`src/rtl/muldiv_unit_if.sv`:
```
// Issue/result bundle between EX pipeline control and the multiply/divide unit.
// The master drives the request, the slave (muldiv_unit) returns status and HI/LO.
interface muldiv_unit_if #(
  parameter int unsigned XLEN = 32
);
  logic            start;
  logic [2:0]      op;
  logic [XLEN-1:0] rs_data;
  logic [XLEN-1:0] rt_data;
  logic            flush;
  logic            busy;
  logic            done;
  logic [XLEN-1:0] hi;
  logic [XLEN-1:0] lo;

  modport master (
    output start, op, rs_data, rt_data, flush,
    input  busy, done, hi, lo
  );

  modport slave (
    input  start, op, rs_data, rt_data, flush,
    output busy, done, hi, lo
  );
endinterface

```
`src/rtl/muldiv_unit.sv`:
```
// Iterative MIPS32 multiply/divide unit holding the architectural HI/LO registers.
// One radix-2 step per cycle: shift-add multiply or restoring divide on magnitudes,
// with signs applied in a final fix-up cycle.
module muldiv_unit #(
  parameter int unsigned XLEN = 32
) (
  input logic           clk,
  input logic           rst_n,
  muldiv_unit_if.slave  bus
);
  localparam int unsigned CW = $clog2(XLEN);

  typedef enum logic [1:0] {StIdle, StCalc, StFix} state_e;

  state_e            r_state;
  logic [CW-1:0]     r_cnt;
  logic              r_is_div;
  logic              r_neg_q;   // quotient / product must be negated
  logic              r_neg_r;   // remainder must be negated
  logic              r_div0;
  logic [XLEN-1:0]   r_b;       // |rt|: multiplicand addend or divisor
  logic [XLEN-1:0]   r_rs;      // raw rs, returned in HI on divide-by-zero
  logic [2*XLEN-1:0] r_acc;     // mul: {partial, multiplier}; div: {remainder, quotient}
  logic              r_busy;
  logic              r_done;
  logic [XLEN-1:0]   r_hi;
  logic [XLEN-1:0]   r_lo;

  logic              w_accept;
  logic              w_signed;
  logic              w_rs_neg;
  logic              w_rt_neg;
  logic [XLEN-1:0]   w_rs_abs;
  logic [XLEN-1:0]   w_rt_abs;
  logic [XLEN:0]     w_mul_sum;
  logic [2*XLEN-1:0] w_mul_next;
  logic [XLEN:0]     w_rem_sh;
  logic              w_ge;
  logic [XLEN-1:0]   w_rem_sub;
  logic [XLEN-1:0]   w_rem_new;
  logic [2*XLEN-1:0] w_div_next;
  logic [2*XLEN-1:0] w_prod;
  logic [XLEN-1:0]   w_quo;
  logic [XLEN-1:0]   w_rem;

  // Operand magnitudes and sign decode for the issuing instruction
  always_comb begin
    w_accept = bus.start && !bus.flush && (r_state == StIdle);
    w_signed = ~bus.op[0];
    w_rs_neg = w_signed & bus.rs_data[XLEN-1];
    w_rt_neg = w_signed & bus.rt_data[XLEN-1];
    w_rs_abs = w_rs_neg ? (~bus.rs_data + 1'b1) : bus.rs_data;
    w_rt_abs = w_rt_neg ? (~bus.rt_data + 1'b1) : bus.rt_data;
  end

  // One radix-2 step of shift-add multiply and of restoring divide
  always_comb begin
    w_mul_sum  = {1'b0, r_acc[2*XLEN-1:XLEN]} + (r_acc[0] ? {1'b0, r_b} : '0);
    w_mul_next = {w_mul_sum, r_acc[XLEN-1:1]};
    w_rem_sh   = {r_acc[2*XLEN-1:XLEN], r_acc[XLEN-1]};
    w_ge       = (w_rem_sh >= {1'b0, r_b});
    // Only used when w_ge, so the true difference is below r_b and fits XLEN bits
    w_rem_sub  = w_rem_sh[XLEN-1:0] - r_b;
    w_rem_new  = w_ge ? w_rem_sub : w_rem_sh[XLEN-1:0];
    w_div_next = {w_rem_new, r_acc[XLEN-2:0], w_ge};
  end

  // Sign fix-up of the finished magnitude result
  always_comb begin
    w_prod = r_neg_q ? (~r_acc + 1'b1) : r_acc;
    w_quo  = r_neg_q ? (~r_acc[XLEN-1:0] + 1'b1) : r_acc[XLEN-1:0];
    w_rem  = r_neg_r ? (~r_acc[2*XLEN-1:XLEN] + 1'b1) : r_acc[2*XLEN-1:XLEN];
  end

  // Control FSM with registered busy/done/HI/LO
  always_ff @(posedge clk or negedge rst_n) begin
    if (!rst_n) begin
      r_state  <= StIdle;
      r_cnt    <= '0;
      r_is_div <= 1'b0;
      r_neg_q  <= 1'b0;
      r_neg_r  <= 1'b0;
      r_div0   <= 1'b0;
      r_b      <= '0;
      r_rs     <= '0;
      r_acc    <= '0;
      r_busy   <= 1'b0;
      r_done   <= 1'b0;
      r_hi     <= '0;
      r_lo     <= '0;
    end else begin
      r_done <= 1'b0;
      if (bus.flush) begin
        r_state <= StIdle;
        r_busy  <= 1'b0;
      end else begin
        unique case (r_state)
          StIdle: begin
            if (w_accept) begin
              if (!bus.op[2]) begin
                r_state  <= StCalc;
                r_busy   <= 1'b1;
                r_cnt    <= '0;
                r_is_div <= bus.op[1];
                r_neg_q  <= w_rs_neg ^ w_rt_neg;
                r_neg_r  <= w_rs_neg;
                r_div0   <= bus.op[1] && (bus.rt_data == '0);
                r_b      <= w_rt_abs;
                r_rs     <= bus.rs_data;
                r_acc    <= {{XLEN{1'b0}}, w_rs_abs};
              end else if (bus.op == 3'b100) begin
                r_hi <= bus.rs_data;
              end else if (bus.op == 3'b101) begin
                r_lo <= bus.rs_data;
              end
            end
          end
          StCalc: begin
            r_acc <= r_is_div ? w_div_next : w_mul_next;
            r_cnt <= r_cnt + CW'(1);
            if (r_cnt == CW'(XLEN - 1)) begin
              r_state <= StFix;
            end
          end
          StFix: begin
            r_state <= StIdle;
            r_busy  <= 1'b0;
            r_done  <= 1'b1;
            if (!r_is_div) begin
              r_hi <= w_prod[2*XLEN-1:XLEN];
              r_lo <= w_prod[XLEN-1:0];
            end else if (r_div0) begin
              r_hi <= r_rs;
              r_lo <= '1;
            end else begin
              r_hi <= w_rem;
              r_lo <= w_quo;
            end
          end
          default: r_state <= StIdle;
        endcase
      end
    end
  end

  assign bus.busy = r_busy;
  assign bus.done = r_done;
  assign bus.hi   = r_hi;
  assign bus.lo   = r_lo;
endmodule

```
`src/flat_wrapper.sv`:
```
// flat-port wrapper written by rule: the top's interface ports become plain ports
module muldiv_unit_flat 
#(
  parameter int unsigned XLEN = 32
)
  (clk, rst_n, bus_start, bus_op, bus_rs_data, bus_rt_data, bus_flush, bus_busy, bus_done, bus_hi, bus_lo);
  muldiv_unit_if #(.XLEN(XLEN)) bus_i ();
  input logic clk;
  input logic rst_n;
  input wire logic [$bits(bus_i.start)-1:0] bus_start;
  input wire logic [$bits(bus_i.op)-1:0] bus_op;
  input wire logic [$bits(bus_i.rs_data)-1:0] bus_rs_data;
  input wire logic [$bits(bus_i.rt_data)-1:0] bus_rt_data;
  input wire logic [$bits(bus_i.flush)-1:0] bus_flush;
  output wire logic [$bits(bus_i.busy)-1:0] bus_busy;
  output wire logic [$bits(bus_i.done)-1:0] bus_done;
  output wire logic [$bits(bus_i.hi)-1:0] bus_hi;
  output wire logic [$bits(bus_i.lo)-1:0] bus_lo;
  assign bus_i.start = bus_start;
  assign bus_i.op = bus_op;
  assign bus_i.rs_data = bus_rs_data;
  assign bus_i.rt_data = bus_rt_data;
  assign bus_i.flush = bus_flush;
  assign bus_busy = bus_i.busy;
  assign bus_done = bus_i.done;
  assign bus_hi = bus_i.hi;
  assign bus_lo = bus_i.lo;
  muldiv_unit #(.XLEN(XLEN)) u_core (.clk(clk), .rst_n(rst_n), .bus(bus_i));
endmodule
```
`config.mk`:
```
export PLATFORM = sky130hd
export DESIGN_NAME = muldiv_unit_flat
export DESIGN_NICKNAME = d
export VERILOG_FILES = /design/src/rtl/muldiv_unit_if.sv /design/src/rtl/muldiv_unit.sv /design/src/flat_wrapper.sv
export SDC_FILE = /design/constraint.sdc
export NUM_CORES = 1
export LEC_CHECK = 0
export BUFFER_PORTS_ARGS = -buffer_cell sky130_fd_sc_hd__buf_2
export CORE_MARGIN = 3
export CORE_UTILIZATION = 33
export DETAILED_ROUTE_END_ITERATION = 7
export GPL_TIMING_DRIVEN = 0
export HOLD_SLACK_MARGIN = 0.12
export PLACE_DENSITY_LB_ADDON = 0.05
export SYNTH_ARGS = -nofsm -noshare
export SYNTH_HDL_FRONTEND = slang
export SYNTH_SLANG_ARGS = --single-unit
```
`constraint.sdc`:
```
create_clock -name clk -period 4.8 [get_ports clk]
set_input_delay 0.24 -clock clk [delete_from_list [all_inputs] [get_ports clk]]
set_output_delay 0.24 -clock clk [all_outputs]
set_load 0.01 [all_outputs]
```
==> summary.txt, run 1 <==
Synth
  – Number of standard cells after synthesis: 2155
  – Synth top area share: 0.310
  – Number of distinct library cells after synthesis: 77
  – Share of synthesized flip-flops with an asynchronous set or reset: 1.00
  – Average cell area after synthesis: 7.67 um^2
  – Most used standard cells in the synthesized netlist: sky130_fd_sc_hd__nand2_1, sky130_fd_sc_hd__o21ai_0, sky130_fd_sc_hd__dfrtp_1
  – Number of enable-type register cells in the synthesized netlist: 0
  – Cell type with the largest total area after synthesis: sky130_fd_sc_hd__dfrtp_1
  – Ys flop type: sky130_fd_sc_hd__dfrtp_1
  – Fraction of the yosys area taken by sequential cells: 0.310
  – Flop and latch count out of synthesis: 205
  – Warnings from Yosys: 0
  – Dominant cells by area after synthesis: sky130_fd_sc_hd__dfrtp_1, sky130_fd_sc_hd__nand2_1, sky130_fd_sc_hd__o21ai_0
  – Synthesized netlist net count: 2298
  – Synthesized cell area: 0.0165 mm^2
  – Most numerous cell in the Yosys netlist: sky130_fd_sc_hd__nand2_1

Clock tree
  – CTS buffer count: 28
  – Clock insertion delay at the later pin of the skew report: 0.60 ns
  – Number of instances resized during post-cts repair: 0
  – Cell at the root of the clock tree: sky130_fd_sc_hd__clkbuf_16
  – CTS tree: yes
  – Clock input transition at the sequential cells of the worst setup and hold paths: 0.06 ns
  – Htree depth: 1
  – Number of sinks driven by the clock tree: 205
  – Max Buffers Root-to-Sink: 3

Global routing
  – Global-route wire length before repair: 110000 um
  – Pin count of the biggest net entering global routing: 76
  – Overflow left after global routing: 0
  – Number of global-route vias before repair: 16.9k
  – Initial antenna violation count: 0
  – Total global-route track usage: 0.273

Worst setup path
  – CP max FO: 10
  – Cell with the largest stage delay on the worst path: sky130_fd_sc_hd__a31oi_1
  – Largest delay share family, worst path: compound AO/OA/AOI/OAI gates
  – Startpoint-to-endpoint class of the critical path: reg2reg
  – Data required, critical path: 5.26 ns
  – Buffers & Inverters on Critical Path: 2
  – Setup crit start kind: flip-flop
  – Cell-by-cell trace of the critical path: ha_1 > nor2b_1 > o211ai_1 > a311o_1 > o2111ai_1 > a31oi_1 > clkbuf_1 > buf_1 > a21oi_1 > o21ai_0
  – Critical Path AT: 4.96 ns
  – Worst setup EP type: flip-flop
  – Crit path largest cell delay: 0.68 ns

Min path
  – Path type of the worst min-delay path: in2reg

Cells and area
  – Share of post-route cells with drive strength above 1: 0.0885
  – Growth of design area from synthesis to finish: 19.6%
  – Antenna Diode Count: 0
  – Number of nets in the final layout: 2530

Detailed routing
  – Mean routed wirelength per cell: 24.0 um
  – Post-route ant nets: 0
  – Count of routing violations after the opening detailed-route iteration: 1119
  – TritonRoute pass-1 iters: 5
  – Count of unresolved DRC violations after routing: 0
  – DRT Wirelength: 73600 um
  – Post-DR vias/cell: 5.53
  – Via total after detailed routing: 17.0k

Pwr
  – Leakage Power: 8.62 nW
  – Power, Total: 10.2 mW
  – Fraction of power consumed by sequential logic: 0.249
  – Switching Fraction: 0.467
  – Peak ir drop on the vdd network: 0.249 mV
  – Comb pwr share: 0.526
  – Clk pwr share: 0.225
  – Net switching power of the design: 4.75 mW
  – Cell area power density: 516 mW/mm^2
  – Internal power summed over all cells: 5.44 mW

STA
  – Max frequency: 222 MHz
  – Post-Route Hold Slack: 0.129 ns
  – Final critical-path required period: 4.50 ns
  – Setup violations, final: 0
  – Measured slew at the worst slew-check pin: 1.22 ns
  – Unrepaired setup endpoints after global routing: no
  – Number of max-slew violations in the final report: 0
  – Relative slew slack: 0.179
  – Post-Route Skew: 0.0432 ns
  – Final critical-path share of the clock period: 0.938
  – Hold violation count in the final report: 0

Die
  – Area enclosed by the die boundary: 0.0528 mm^2
  – Io pins: 137
  – DIE WIDTH: 230 um
  – Number of rows in the core area: 81
  – Effective utilization at floorplan: 0.336
  – Die extent in y: 230 um
  – Area inside the core boundary: 0.0493 mm^2

Job
  – Max-cap viol count: 0

Placed design
  – Post-detailed-placement half-perimeter wirelength: 57100 um
  – Placer congestion estimate: 0.924
  – Count of buffers from port buffering: 133

Outcome
  – Outcome: finished, final reports clean
==> worst register-to-register path, stage by stage (launching register included) <==
cell	delay, ns
sky130_fd_sc_hd__dfrtp_1	0.67
sky130_fd_sc_hd__ha_1	0.39
sky130_fd_sc_hd__nor2b_1	0.17
sky130_fd_sc_hd__o211ai_1	0.26
sky130_fd_sc_hd__a311o_1	0.32
sky130_fd_sc_hd__o2111ai_1	0.37
sky130_fd_sc_hd__a31oi_1	0.68
sky130_fd_sc_hd__clkbuf_1	0.56
sky130_fd_sc_hd__buf_1	0.59
sky130_fd_sc_hd__a21oi_1	0.15
sky130_fd_sc_hd__o21ai_0	0.24
==> final cells by class <==
class,instances,area [um^2]
Buffer,147,574
Clock buffer,34,773
Clock inverter,15,225
Fill cell,5237,29500
Inverter,74,278
Multi-Input combinational cell,1729,10600
Sequential cell,205,5130
Tap cell,664,831
Timing Repair Buffer,202,1400
==> layout by cell type (no fill, tap or decap), types with 16 or more instances in the layout <==
master	netlist	final
sky130_fd_sc_hd__buf_2	6	138
sky130_fd_sc_hd__or3_1	31	31
sky130_fd_sc_hd__nor2_1	139	139
sky130_fd_sc_hd__nand2_1	376	376
sky130_fd_sc_hd__xnor2_1	116	116
sky130_fd_sc_hd__dfrtp_1	205	205
sky130_fd_sc_hd__inv_1	72	72
sky130_fd_sc_hd__nand3_1	36	36
sky130_fd_sc_hd__clkbuf_16	0	28
sky130_fd_sc_hd__a31oi_1	17	17
sky130_fd_sc_hd__a21oi_1	114	114
sky130_fd_sc_hd__nor4_1	17	17
sky130_fd_sc_hd__o31ai_1	23	23
sky130_fd_sc_hd__mux2i_1	47	47
sky130_fd_sc_hd__nand2b_1	19	19
sky130_fd_sc_hd__a21o_1	20	20
sky130_fd_sc_hd__a22oi_1	20	20
sky130_fd_sc_hd__o21ai_0	235	235
sky130_fd_sc_hd__dlygate4sd3_1	0	67
sky130_fd_sc_hd__o22ai_1	35	35
sky130_fd_sc_hd__xor2_1	79	79
sky130_fd_sc_hd__ha_1	70	70
sky130_fd_sc_hd__o211ai_1	31	31
sky130_fd_sc_hd__or4_1	18	18
sky130_fd_sc_hd__nor3_1	32	32
sky130_fd_sc_hd__nor2b_1	16	16
sky130_fd_sc_hd__clkbuf_1	127	128
sky130_fd_sc_hd__and3_1	26	26
sky130_fd_sc_hd__o21ai_1	55	55
==> logic make-up after synthesis <==
group | Yosys count | share of synthesized area
simple gates | 761 | 0.211
mux | 48 | 0.0291
buf+inv | 221 | 0.0516
xor+xnor | 195 | 0.103
flops | 205 | 0.310
fa+ha+maj | 72 | 0.0554
compound gates | 653 | 0.239
==> final timing paths <==
path                             startpoint                 to  slack [ns]  depth (start not counted)
setup / recovery           u_core.r_acc[32]   u_core.r_acc[53]        0.30                         10
hold reg to reg            u_core.bus.hi[5]   u_core.bus.hi[5]        0.47                          2
max in group asynchronous             rst_n    u_core.r_rs[27]        3.74                          3
min in group asynchronous             rst_n  u_core.bus.lo[14]        0.21                          2
hold / removal              bus_rs_data[19]    u_core.r_rs[19]        0.13                          3
setup reg to reg           u_core.r_acc[32]   u_core.r_acc[53]        0.30                         10
==> timing repair <==
item	4_1_cts	5_1_grt
buffers inserted	0	0
hold endpoints to repair	166	0
hold buffers	67	0
setup endpoints to repair	0	0
==> metal layers <==
layer  wire, um  vias to the layer above  GRT usage
met1      32600                     8259      0.356
li1           -                     8098          -
met5          0                        -          0
met4       3850                        0      0.118
met3       3220                      122     0.0320
met2      33900                      511      0.458
==> per-stage QoR <==
| stage | utilization | setup slack [ns] | setup TNS (ns) | cell area, um^2 | instances |
|---|---|---|---|---|---|
| 2_1_floorplan | - | 1.54 | 0 | 16500 | 2155 |
| 4_1_cts | 0.401 | 0.371 | 0 | 19800 | 3070 |
| 3_5_place_dp | 0.367 | 0.419 | 0 | 18100 | 2954 |
| 3_3_place_gp | 0.366 | -0.471 | -90.47 | 18000 | 2952 |
| 5_1_grt | 0.401 | 0.0391 | 0 | 19800 | 3070 |
| 6_report | 0.401 | 0.297 | 0 | 19800 | 3070 |
==> power groups by stage <==
stage          sequential, mW  combinational, mW  clock [mW]
6_report                 2.54               5.36        2.29
5_1_grt                  2.59               5.90        2.41
4_1_cts                  2.53               5.30        2.34
3_5_place_dp             2.56               5.23           0
3_3_place_gp             2.55               5.23           0
2_1_floorplan            2.45               3.53           0
==> state kept, by name, summed over array words and instances, names as in the netlist <==
name,cells
u_core.bus.lo,32
u_core.r_cnt,5
u_core.r_is_div,1
u_core.r_rs,32
u_core.r_div0,1
u_core.r_acc,64
u_core.r_neg_q,1
u_core.bus.busy,1
u_core.r_state,2
u_core.bus.done,1
u_core.r_b,32
u_core.bus.hi,32
u_core.r_neg_r,1
Power figures use the tool's default switching activity.
==> run 2, diff against run 1 <==
CORE_UTILIZATION = 65   (was 33)
==> run 2 against run 1 <==
  * Sequential power hardly changed
  * Clock skew is 0.030 ns lower
  * Combinational power is 2% lower
  * Wire length is 12% lower
  * Clock-buffer cell count is 4 lower
  * Non-clock buffer count is 6 lower
  * Flip-flop and latch count stayed put
  * Sequential share of layout area is 0.92 points higher
  * Die area is 48% lower
  * Clock power is 14% lower
  * Critical path type unchanged
  * Cell area is 3.4% lower
==> summary.txt, run 2 (synthesized netlist as in run 1, its figures left out) <==
Outcome
  – Outcome: finished, final reports clean

Detailed routing
  – Count of routing violations after the opening detailed-route iteration: 2784
  – Post-DR vias/cell: 6.83
  – DRT Wirelength: 64900 um
  – Post-route ant nets: 0
  – Mean routed wirelength per cell: 23.9 um
  – Count of unresolved DRC violations after routing: 0
  – Via total after detailed routing: 18.6k
  – TritonRoute pass-1 iters: 7

Worst setup path
  – Data required, critical path: 5.19 ns
  – Setup crit start kind: flip-flop
  – Worst setup EP type: flip-flop
  – CP max FO: 10
  – Startpoint-to-endpoint class of the critical path: reg2reg
  – Critical Path AT: 4.82 ns

STA
  – Post-Route Skew: 0.0129 ns
  – Setup violations, final: 0
  – Measured slew at the worst slew-check pin: 1.22 ns
  – Number of max-slew violations in the final report: 0
  – Max frequency: 226 MHz
  – Worst Setup Slack, final: 0.375 ns
  – Setup TNS: 0 ns
  – Final critical-path required period: 4.43 ns
  – Hold violation count in the final report: 0
  – Relative slew slack: 0.178
  – Final critical-path share of the clock period: 0.922
  – Unrepaired setup endpoints after global routing: no

Cells and area
  – Growth of design area from synthesis to finish: 15.5%
  – Flip-flop count of the largest register after layout: 64
  – Share of post-route cells with drive strength above 1: 0.0856
  – Final Instance Area: 0.0191 mm^2
  – Most flops, register: u_core.r_acc
  – Number of nets in the final layout: 2521
  – Leading cell type in the layout, fill and taps excluded: sky130_fd_sc_hd__nand2_1
  – Commonest non-fill, non-tap cells in the layout: sky130_fd_sc_hd__nand2_1, sky130_fd_sc_hd__o21ai_0, sky130_fd_sc_hd__dfrtp_1
  – Antenna Diode Count: 0

Placed design
  – Count of buffers from port buffering: 133
  – Standard cell area after detailed placement: 0.0176 mm^2
  – Placer congestion estimate: 1.06
  – Post-detailed-placement half-perimeter wirelength: 46500 um
  – Worst setup slack before clock tree synthesis: 0.399 ns

Clock tree
  – CTS buffer count: 25
  – Clock insertion delay at the later pin of the skew report: 0.54 ns
  – CTS tree: yes
  – Clock input transition at the sequential cells of the worst setup and hold paths: 0.06 ns
  – Cell at the root of the clock tree: sky130_fd_sc_hd__clkbuf_16
  – Max Buffers Root-to-Sink: 3
  – Htree depth: 1
  – Number of sinks driven by the clock tree: 205

Job
  – Max-cap viol count: 0

Die
  – Die extent in y: 165 um
  – Area enclosed by the die boundary: 0.0274 mm^2
  – Effective utilization at floorplan: 0.670
  – DIE WIDTH: 165 um
  – Number of rows in the core area: 57
  – Io pins: 137
  – Area inside the core boundary: 0.0247 mm^2

Global routing
  – Total global-route track usage: 0.465
  – Pin count of the biggest net entering global routing: 112
  – Number of global-route vias before repair: 17.6k
  – Global-route wire length before repair: 98100 um
  – Initial antenna violation count: 0
  – Overflow left after global routing: 0

Pwr
  – Leakage Power: 8.50 nW
  – Cell area power density: 511 mW/mm^2
  – Peak ir drop on the vdd network: 0.365 mV

Min path
  – Path type of the worst min-delay path: in2reg
run 2: cell count changes in the layout (fill, tap and decap cells not counted), sizes merged:
cell / change
buf: -1
bufinv: -2
clkbuf: -4
clkinv: +2
clkinvlp: +1
dlygate4sd3: -5
inv: -1
run 2: worst max-delay path: stages (launching register included):
cell                        delay (ns)
sky130_fd_sc_hd__dfrtp_1          0.67
sky130_fd_sc_hd__ha_1             0.40
sky130_fd_sc_hd__a21oi_1          0.27
sky130_fd_sc_hd__o21ai_0          0.15
sky130_fd_sc_hd__a31oi_1          0.22
sky130_fd_sc_hd__o2111ai_1        0.39
sky130_fd_sc_hd__a31oi_1          0.74
sky130_fd_sc_hd__clkbuf_1         0.54
sky130_fd_sc_hd__buf_1            0.59
sky130_fd_sc_hd__nor2_1           0.08
sky130_fd_sc_hd__a21oi_1          0.14
sky130_fd_sc_hd__o21ai_0          0.09
run 2: final cells by class:
class / count / area, um^2
Fill cell: 1752 / 5590
Inverter: 74 / 278
Clock buffer: 30 / 654
Multi-Input combinational cell: 1729 / 10600
Sequential cell: 205 / 5130
Tap cell: 324 / 405
Clock inverter: 15 / 170
Buffer: 147 / 574
Timing Repair Buffer: 196 / 1320
run 2: final timing paths:
| check | cells after the start | slack [ns] | to | from |
|---|---|---|---|---|
| min reg2reg | 2 | 0.48 | u_core.r_rs[28] | u_core.r_rs[28] |
| max | 11 | 0.37 | u_core.r_acc[0] | u_core.r_acc[51] |
| max in group asynchronous | 3 | 3.43 | u_core.r_acc[61] | rst_n |
| min in group asynchronous | 2 | 0.33 | u_core.bus.lo[14] | rst_n |
| max reg2reg | 11 | 0.37 | u_core.r_acc[0] | u_core.r_acc[51] |
| min | 3 | 0.13 | u_core.r_b[12] | bus_rt_data[12] |
run 2: power breakdown:
| part | leakage, nW | internal [mW] | switching [mW] |
|---|---|---|---|
| clock | 0.391 | 1.14 | 0.820 |
| combinational | 5.49 | 1.91 | 3.36 |
| sequential | 2.62 | 2.11 | 0.418 |
run 2: per-stage QoR:
stage               hold WS, ns  power (mW)  utilization  cells
floorplan               -0.0556        5.98            -   2155
global placement          0.456        7.37        0.713   2612
detailed placement        0.312        7.49        0.715   2613
CTS                       0.127        9.47        0.773   2720
global route              0.161        10.2        0.774   2720
finish                    0.135        9.76        0.774   2720
run 2: metal layers:
metal,track usage,vias to the layer above,wire length [um]
met1,0.556,8638,23100
met2,0.726,1497,28100
li1,-,8082,-
met5,0,-,0
met3,0.111,360,7860
met4,0.348,0,5850
run 2: what timing repair did:
action,in CTS,in global routing
hold endpoints to repair,167,0
buffers inserted,0,0
gates resized for setup,0,1
endpoints found under the setup margin,0,2
hold buffers,62,0
